==> src/rtl/ysyx_22050598_csr_trap_unit.sv <==
// Machine-mode CSR file and trap controller for the EXU stage.
// Handles CSR read/modify/write, ecall/mret/timer-interrupt entry and a one-cycle registered redirect.
module ysyx_22050598_csr_trap_unit #(
  parameter int                 XLEN             = 64,
  parameter logic [XLEN-1:0]    MSTATUS_RESETVAL = 64'h0000_000a_0000_1800,
  parameter logic [XLEN-1:0]    MTVEC_RESETVAL   = '0,
  parameter logic [XLEN-1:0]    HARTID           = '0,
  parameter logic [XLEN-1:0]    MISA_VAL         = 64'h8000_0000_0000_0100,
  parameter int                 SYNC_STAGES      = 2
) (
  input  logic            clk,
  input  logic            rst,
  input  logic            ex_valid_i,
  output logic            ready_o,
  input  logic [5:0]      ex_csr_bus_i,
  input  logic [11:0]     csr_addr_i,
  input  logic [XLEN-1:0] csr_reg_i,
  input  logic [4:0]      csr_zimm_i,
  input  logic [XLEN-1:0] ex_pc_i,
  input  logic            ex_inst_is_ecall_i,
  input  logic            ex_inst_is_mret_i,
  input  logic            retire_i,
  input  logic            mtip_i,
  output logic [XLEN-1:0] csr_rd_data_o,
  output logic            csr_illegal_o,
  output logic            kill_o,
  output logic            redirect_valid_o,
  output logic [XLEN-1:0] redirect_pc_o
);

  localparam logic [11:0] ADDR_MSTATUS  = 12'h300;
  localparam logic [11:0] ADDR_MISA     = 12'h301;
  localparam logic [11:0] ADDR_MIE      = 12'h304;
  localparam logic [11:0] ADDR_MTVEC    = 12'h305;
  localparam logic [11:0] ADDR_MSCRATCH = 12'h340;
  localparam logic [11:0] ADDR_MEPC     = 12'h341;
  localparam logic [11:0] ADDR_MCAUSE   = 12'h342;
  localparam logic [11:0] ADDR_MTVAL    = 12'h343;
  localparam logic [11:0] ADDR_MIP      = 12'h344;
  localparam logic [11:0] ADDR_MCYCLE   = 12'hB00;
  localparam logic [11:0] ADDR_MINSTRET = 12'hB02;
  localparam logic [11:0] ADDR_MHARTID  = 12'hF14;

  localparam int BIT_MIE  = 3;
  localparam int BIT_MPIE = 7;
  localparam int BIT_MPP  = 11;

  typedef enum logic {IDLE, REDIR} state_t;

  state_t state_q, state_d;

  logic [XLEN-1:0] mstatus_q, mtvec_q, mepc_q, mcause_q, mtval_q, mscratch_q;
  logic [XLEN-1:0] mcycle_q, minstret_q, redirect_pc_q;
  logic            mtie_q;
  logic [SYNC_STAGES-1:0] mtip_sync_q;
  logic            mtip_sync;

  logic            fire, irq_pend, take_irq, take_ecall, take_mret, take_trap, csr_op;
  logic            is_imm, is_write, is_set, is_clear, suppress, addr_hit, wr_en;
  logic [XLEN-1:0] src, old_val, wdata, mtvec_base, trap_target, mie_val, mip_val;

  assign mtip_sync = mtip_sync_q[SYNC_STAGES-1];

  // Control and trap priority: interrupt > ecall > mret > CSR op
  assign fire       = ex_valid_i & ready_o;
  assign irq_pend   = mstatus_q[BIT_MIE] & mtie_q & mtip_sync;
  assign take_irq   = fire & irq_pend;
  assign take_ecall = fire & ~irq_pend & ex_inst_is_ecall_i;
  assign take_mret  = fire & ~irq_pend & ~ex_inst_is_ecall_i & ex_inst_is_mret_i;
  assign take_trap  = take_irq | take_ecall;
  assign csr_op     = fire & ~irq_pend & ~ex_inst_is_ecall_i & ~ex_inst_is_mret_i
                      & (|ex_csr_bus_i);

  assign kill_o = take_irq;

  assign is_imm   = |ex_csr_bus_i[2:0];
  assign is_write = ex_csr_bus_i[5] | ex_csr_bus_i[2];
  assign is_set   = ex_csr_bus_i[4] | ex_csr_bus_i[1];
  assign is_clear = ex_csr_bus_i[3] | ex_csr_bus_i[0];
  assign src      = is_imm ? {{(XLEN-5){1'b0}}, csr_zimm_i} : csr_reg_i;
  assign suppress = (is_set | is_clear) & (src == '0);

  assign mie_val = {{(XLEN-8){1'b0}}, mtie_q, 7'b0};
  assign mip_val = {{(XLEN-8){1'b0}}, mtip_sync, 7'b0};

  always_comb begin
    old_val  = '0;
    addr_hit = 1'b1;
    case (csr_addr_i)
      ADDR_MSTATUS:  old_val = mstatus_q;
      ADDR_MISA:     old_val = MISA_VAL;
      ADDR_MIE:      old_val = mie_val;
      ADDR_MTVEC:    old_val = mtvec_q;
      ADDR_MSCRATCH: old_val = mscratch_q;
      ADDR_MEPC:     old_val = mepc_q;
      ADDR_MCAUSE:   old_val = mcause_q;
      ADDR_MTVAL:    old_val = mtval_q;
      ADDR_MIP:      old_val = mip_val;
      ADDR_MCYCLE:   old_val = mcycle_q;
      ADDR_MINSTRET: old_val = minstret_q;
      ADDR_MHARTID:  old_val = HARTID;
      default:       addr_hit = 1'b0;
    endcase
  end

  assign csr_rd_data_o = old_val;
  assign csr_illegal_o = ~addr_hit;

  always_comb begin
    wdata = old_val;
    if (is_write)      wdata = src;
    else if (is_set)   wdata = old_val | src;
    else if (is_clear) wdata = old_val & ~src;
  end

  assign wr_en = csr_op & ~suppress & addr_hit;

  // Vectoring applies only to interrupts in mode 1; exceptions always go to base
  assign mtvec_base  = {mtvec_q[XLEN-1:2], 2'b00};
  assign trap_target = (take_irq && (mtvec_q[1:0] == 2'b01)) ? mtvec_base + XLEN'(28)
                                                              : mtvec_base;

  always_ff @(posedge clk or negedge rst) begin
    if (!rst) mtip_sync_q <= '0;
    else      mtip_sync_q <= {mtip_sync_q[SYNC_STAGES-2:0], mtip_i};
  end

  always_ff @(posedge clk or negedge rst) begin
    if (!rst) begin
      mstatus_q <= MSTATUS_RESETVAL;
    end else if (take_trap) begin
      mstatus_q[BIT_MPIE]          <= mstatus_q[BIT_MIE];
      mstatus_q[BIT_MIE]           <= 1'b0;
      mstatus_q[BIT_MPP+1:BIT_MPP] <= 2'b11;
    end else if (take_mret) begin
      mstatus_q[BIT_MIE]           <= mstatus_q[BIT_MPIE];
      mstatus_q[BIT_MPIE]          <= 1'b1;
      mstatus_q[BIT_MPP+1:BIT_MPP] <= 2'b11;
    end else if (wr_en && csr_addr_i == ADDR_MSTATUS) begin
      mstatus_q <= wdata;
    end
  end

  always_ff @(posedge clk or negedge rst) begin
    if (!rst) begin
      mepc_q   <= '0;
      mcause_q <= '0;
      mtval_q  <= '0;
    end else if (take_trap) begin
      mepc_q   <= ex_pc_i & ~XLEN'(3);
      mcause_q <= take_irq ? {1'b1, (XLEN-1)'(7)} : XLEN'(11);
      mtval_q  <= '0;
    end else if (wr_en) begin
      if (csr_addr_i == ADDR_MEPC)   mepc_q   <= wdata & ~XLEN'(3);
      if (csr_addr_i == ADDR_MCAUSE) mcause_q <= wdata;
      if (csr_addr_i == ADDR_MTVAL)  mtval_q  <= wdata;
    end
  end

  always_ff @(posedge clk or negedge rst) begin
    if (!rst) begin
      mtvec_q    <= MTVEC_RESETVAL;
      mscratch_q <= '0;
      mtie_q     <= 1'b0;
    end else if (wr_en) begin
      if (csr_addr_i == ADDR_MTVEC)    mtvec_q    <= wdata & ~XLEN'(2);
      if (csr_addr_i == ADDR_MSCRATCH) mscratch_q <= wdata;
      if (csr_addr_i == ADDR_MIE)      mtie_q     <= wdata[7];
    end
  end

  // A CSR write to a counter takes precedence over that cycle's increment
  always_ff @(posedge clk or negedge rst) begin
    if (!rst) begin
      mcycle_q   <= '0;
      minstret_q <= '0;
    end else begin
      if (wr_en && csr_addr_i == ADDR_MCYCLE) mcycle_q <= wdata;
      else                                    mcycle_q <= mcycle_q + XLEN'(1);
      if (wr_en && csr_addr_i == ADDR_MINSTRET) minstret_q <= wdata;
      else if (retire_i)                        minstret_q <= minstret_q + XLEN'(1);
    end
  end

  always_ff @(posedge clk or negedge rst) begin
    if (!rst)                       redirect_pc_q <= '0;
    else if (take_trap)             redirect_pc_q <= trap_target;
    else if (take_mret)             redirect_pc_q <= mepc_q;
  end

  assign redirect_pc_o = redirect_pc_q;

  always_ff @(posedge clk or negedge rst) begin
    if (!rst) state_q <= IDLE;
    else      state_q <= state_d;
  end

  always_comb begin
    state_d = state_q;
    case (state_q)
      IDLE:    if (take_trap || take_mret) state_d = REDIR;
      REDIR:   state_d = IDLE;
      default: state_d = IDLE;
    endcase
  end

  always_comb begin
    ready_o          = (state_q == IDLE);
    redirect_valid_o = (state_q == REDIR);
  end

endmodule

==> config.mk <==
export PLATFORM = sky130hd
export DESIGN_NAME = ysyx_22050598_csr_trap_unit
export DESIGN_NICKNAME = d
export VERILOG_FILES = /design/src/rtl/ysyx_22050598_csr_trap_unit.sv
export SDC_FILE = /design/constraint.sdc
export NUM_CORES = 1
export LEC_CHECK = 0
export ABC_AREA = 1
export BUFFER_PORTS_ARGS = -buffer_cell sky130_fd_sc_hd__buf_2
export CAP_MARGIN = 30
export CORE_ASPECT_RATIO = 1.1
export CORE_MARGIN = 4
export CORE_UTILIZATION = 45
export DETAILED_ROUTE_END_ITERATION = 10
export PLACE_DENSITY = 0.67
export SYNTH_ARGS = -nofsm -noshare
export SYNTH_HDL_FRONTEND = slang
export SYNTH_SLANG_ARGS = --single-unit
==> constraint.sdc <==
create_clock -name clk -period 2.2 [get_ports clk]
set_input_delay 0.11 -clock clk [delete_from_list [all_inputs] [get_ports clk]]
set_output_delay 0.11 -clock clk [all_outputs]
set_load 0.02 [all_outputs]
==> run_results.csv <==
group,metric,value,unit
run_status,status,"finished with violations",
run_status,violations,"setup timing",
detailed_routing,wl_per_cell,24.6,um
critical_path,cp_top_family,"buffers and inverters",
floorplanning,die_h,297,um
floorplanning,core-area,75000,um^2
detailed_routing,postRouteAntennaNets,0,
critical_path,cp_common_cell,"inv_1",
floorplanning,initial_core_util,45.7,%
critical_path,critPathCaptureType,"output pin",
timing,rsz0062_at_grt,"yes",
clocking,cts_buffers,68,
detailed_routing,drt_wl_total,174,mm
logic_synthesis,synth_common_cells,"nand2_1, dfrtp_1, inv_1",
flow_run,drv_cap,0,
detailed_routing,viasPerCell,5.61,
critical_path,crit_required,2.09,ns
critical_path,crit_slowest_cell,"dfrtp_1",
power_and_ir_drop,p_per_area,570,nW/um^2
finish,area_delta_synth_final,38.7,%
logic_synthesis,synth_cells,4956,
critical_path,cpPeakStageDelay,0.38,ns
placed_design,portBuffers,285,
clocking,clkSinkCount,575,
clocking,max-clock-path-buffers,3,
critical_path,cp-start-kind,"register",
clocking,cts_tree,"yes",
floorplanning,die_x,271,um
global_route,grtUsageTotal,41.3,%
timing,tightest_slew,0.680,ns
logic_synthesis,yosysSeqAreaShare,42.0,%
logic_synthesis,synth-seq-cells,575,
critical_path,arrival,2.12,ns
critical_path,path_cells,"inv_1 > o22ai_1 > inv_1 > nand4_1 > buf_4 > buf_2",
placed_design,dpl_cell_area,43100,um^2
power_and_ir_drop,finalPower,27.1,mW
global_route,grt_pass1_vias,36900,
detailed_routing,vias,39800,
finish,stdcell_count,7092,
detailed_routing,drc,0,
critical_path,critPathBufInv,4,
logic_synthesis,postSynthAreaPerCell,6.91,um^2
logic_synthesis,synth_top_area_share,41.7,%
power_and_ir_drop,vdd_ir_drop_max,0.742,mV
global_route,grt_pass1_wl,247,mm
logic_synthesis,synth_edf_count,0,
critical_path,crit_path_max_fanout,3,
clocking,htree_levels,3,
timing,min_period,2.23,ns
detailed_routing,met2WireLength,72.8,mm
finish,final_area,47500,um^2
timing,fmax,448,MHz
logic_synthesis,ys_top_cells_by_area,"dfrtp_1, nand2_1, o21ai_0, inv_1, nand3_1",
timing,timing.final.crit_share,101,%
placed_design,place_congestion,1.02,
finish,nNetsFinal,6185,
global_route,overflow,0,
logic_synthesis,synth_cell_types,48,
timing,slew_headroom,54.3,%
logic_synthesis,ys.flop_type,"dfrtp_1",
global_route,grt_antenna_before_repair,7,
detailed_routing,dr.pass1.iters,7,
timing,final-setup-viol-count,3,
detailed_routing,top_layer,"met5",
floorplanning,die_area,80600,um^2
logic_synthesis,synthesis.area,34300,um^2
critical_path,worstSetupPathType,"reg2out",
timing,clock_skew,0.0340,ns
floorplanning,row_count,105,
clocking,clk_latency,0.65,ns
detailed_routing,met3WireLength,21.0,mm
logic_synthesis,yosys_warnings,0,
clocking,cts_root_buffer,"clkbuf_16",
global_route,grt_max_degree,67,
logic_synthesis,postSynth.asyncResetShare,100,%
timing,slew_violations,0,
logic_synthesis,synth_most_common_cell,"nand2_1",
clocking,path_clk_slew,0.06,ns
logic_synthesis,yosysTopAreaCell,"dfrtp_1",
detailed_routing,wl_met1,72.7,mm
floorplanning,pin_count,290,
hold_path,hp-class,"in2async",
detailed_routing,drt_iter0_markers,5411,
timing,final-hold-violation-count,0,
placed_design,dp_hpwl,135,mm
timing,setup_ws,-0.0314,ns
power_and_ir_drop,power_leakage,24.1,nW
placed_design,dp.cells,6854,
finish,drive_gt1_share,25.6,%
[stage by stage]
stage	hold slack, ns	setup WS (ns)	util, %	setup TNS, ns
finish	0.0213	-0.0314	63.4	-0.0381
global route	0.0576	-0.120	63.4	-1.09
CTS	0.0253	-0.0218	61.9	-0.0293
detailed placement	0.0783	-0.617	57.4	-184.65
global placement	0.0760	-0.610	57.4	-154.90
floorplan	-0.186	-0.0145	-	-0.0323
[per-layer routing]
metal  track usage, %  vias to the layer above
li1                 -                    18000
met1             59.6                    18900
met2             60.1                     2496
met3             10.7                      379
met4             14.8                        2
met5                0                        -
[timing repair]
| item | CTS | global route |
|---|---|---|
| gates resized for setup | 72 | 222 |
| endpoints found under the hold margin | 402 | 0 |
| gates cloned | 1 | 6 |
| setup endpoints to repair | 353 | 428 |
| buffers inserted | 9 | 34 |
| pin swaps | 22 | 65 |
| hold buffers | 66 | 0 |
[power breakdown]
part           total [mW]  internal [mW]  leakage (nW)  switching (mW)
sequential           11.4           11.1          7.19           0.318
clock                12.2           7.12          1.14            5.04
combinational        3.52           1.21          15.8            2.31
total                27.1           19.4          24.1            7.67
[final cells by class]
cell class / count / area, um^2
timing repair buffer: 1227 / 10000
sequential: 575 / 14400
multi-input combinational: 3579 / 17300
inverter: 573 / 2170
clock inverter: 31 / 477
antenna: 3 / 7.51
clock buffer: 88 / 1870
tap: 1016 / 1270
fill: 6823 / 27500
[path summary, 6_finish.rpt]
path                                     end  depth (start not counted)  slack (ns)            from
setup / recovery           csr_rd_data_o[22]                          6       -0.03  minstret_q[22]
hold / removal                 minstret_q[2]                          2        0.02             rst
setup reg to reg                mcycle_q[42]                         14           0     mcycle_q[0]
hold reg to reg               mtip_sync_q[1]                          0        0.35  mtip_sync_q[0]
max in group asynchronous        mtvec_q[52]                          4        1.29             rst
min in group clk              mscratch_q[34]                          5        0.06   csr_reg_i[34]
[flip-flops by register name, summed over array words and instances, names as in the netlist]
signal	count
mscratch_q	64
mcycle_q	64
redirect_valid_o	1
mcause_q	64
minstret_q	64
mstatus_q	64
mtie_q	1
mtval_q	64
mtip_sync_q	2
mepc_q	62
redirect_pc_o	62
mtvec_q	63
[cell families after synthesis]
| logic type | count (synthesis) | synth area share [%] |
|---|---|---|
| compound gates | 795 | 12.4 |
| xor+xnor | 137 | 3.50 |
| fa+ha+maj | 3 | 0.110 |
| buf+inv | 804 | 9.89 |
| flops | 575 | 42.0 |
| other cells | 1 | 0.0109 |
| simple gates | 2641 | 32.1 |
[cell usage in the layout (no fill, tap or decap), types with 10 or more instances in the layout]
cell type | Yosys | final
inv_1 | 553 | 525
nand2_1 | 1659 | 1601
dfrtp_1 | 571 | 562
dlygate4sd3_1 | 0 | 66
xor2_1 | 120 | 116
o21ai_2 | 15 | 15
a21oi_1 | 25 | 24
clkbuf_1 | 86 | 12
nand3b_1 | 10 | 10
nor4_1 | 18 | 14
inv_2 | 15 | 40
buf_4 | 32 | 761
xnor2_1 | 17 | 17
clkinv_2 | 1 | 12
nor2_1 | 359 | 309
o22ai_1 | 48 | 48
nand3_2 | 5 | 16
buf_12 | 0 | 87
nor2_2 | 9 | 33
nor3_1 | 93 | 67
nand3_1 | 373 | 358
buf_2 | 72 | 281
o21ai_0 | 500 | 475
o21ai_1 | 157 | 182
nand4_1 | 73 | 73
nor3_2 | 1 | 21
clkbuf_16 | 0 | 74
nand2_2 | 11 | 60
buf_6 | 20 | 22
nor2_4 | 9 | 35
o211ai_1 | 34 | 34
Note: power is estimated with default switching activity, not from simulation.
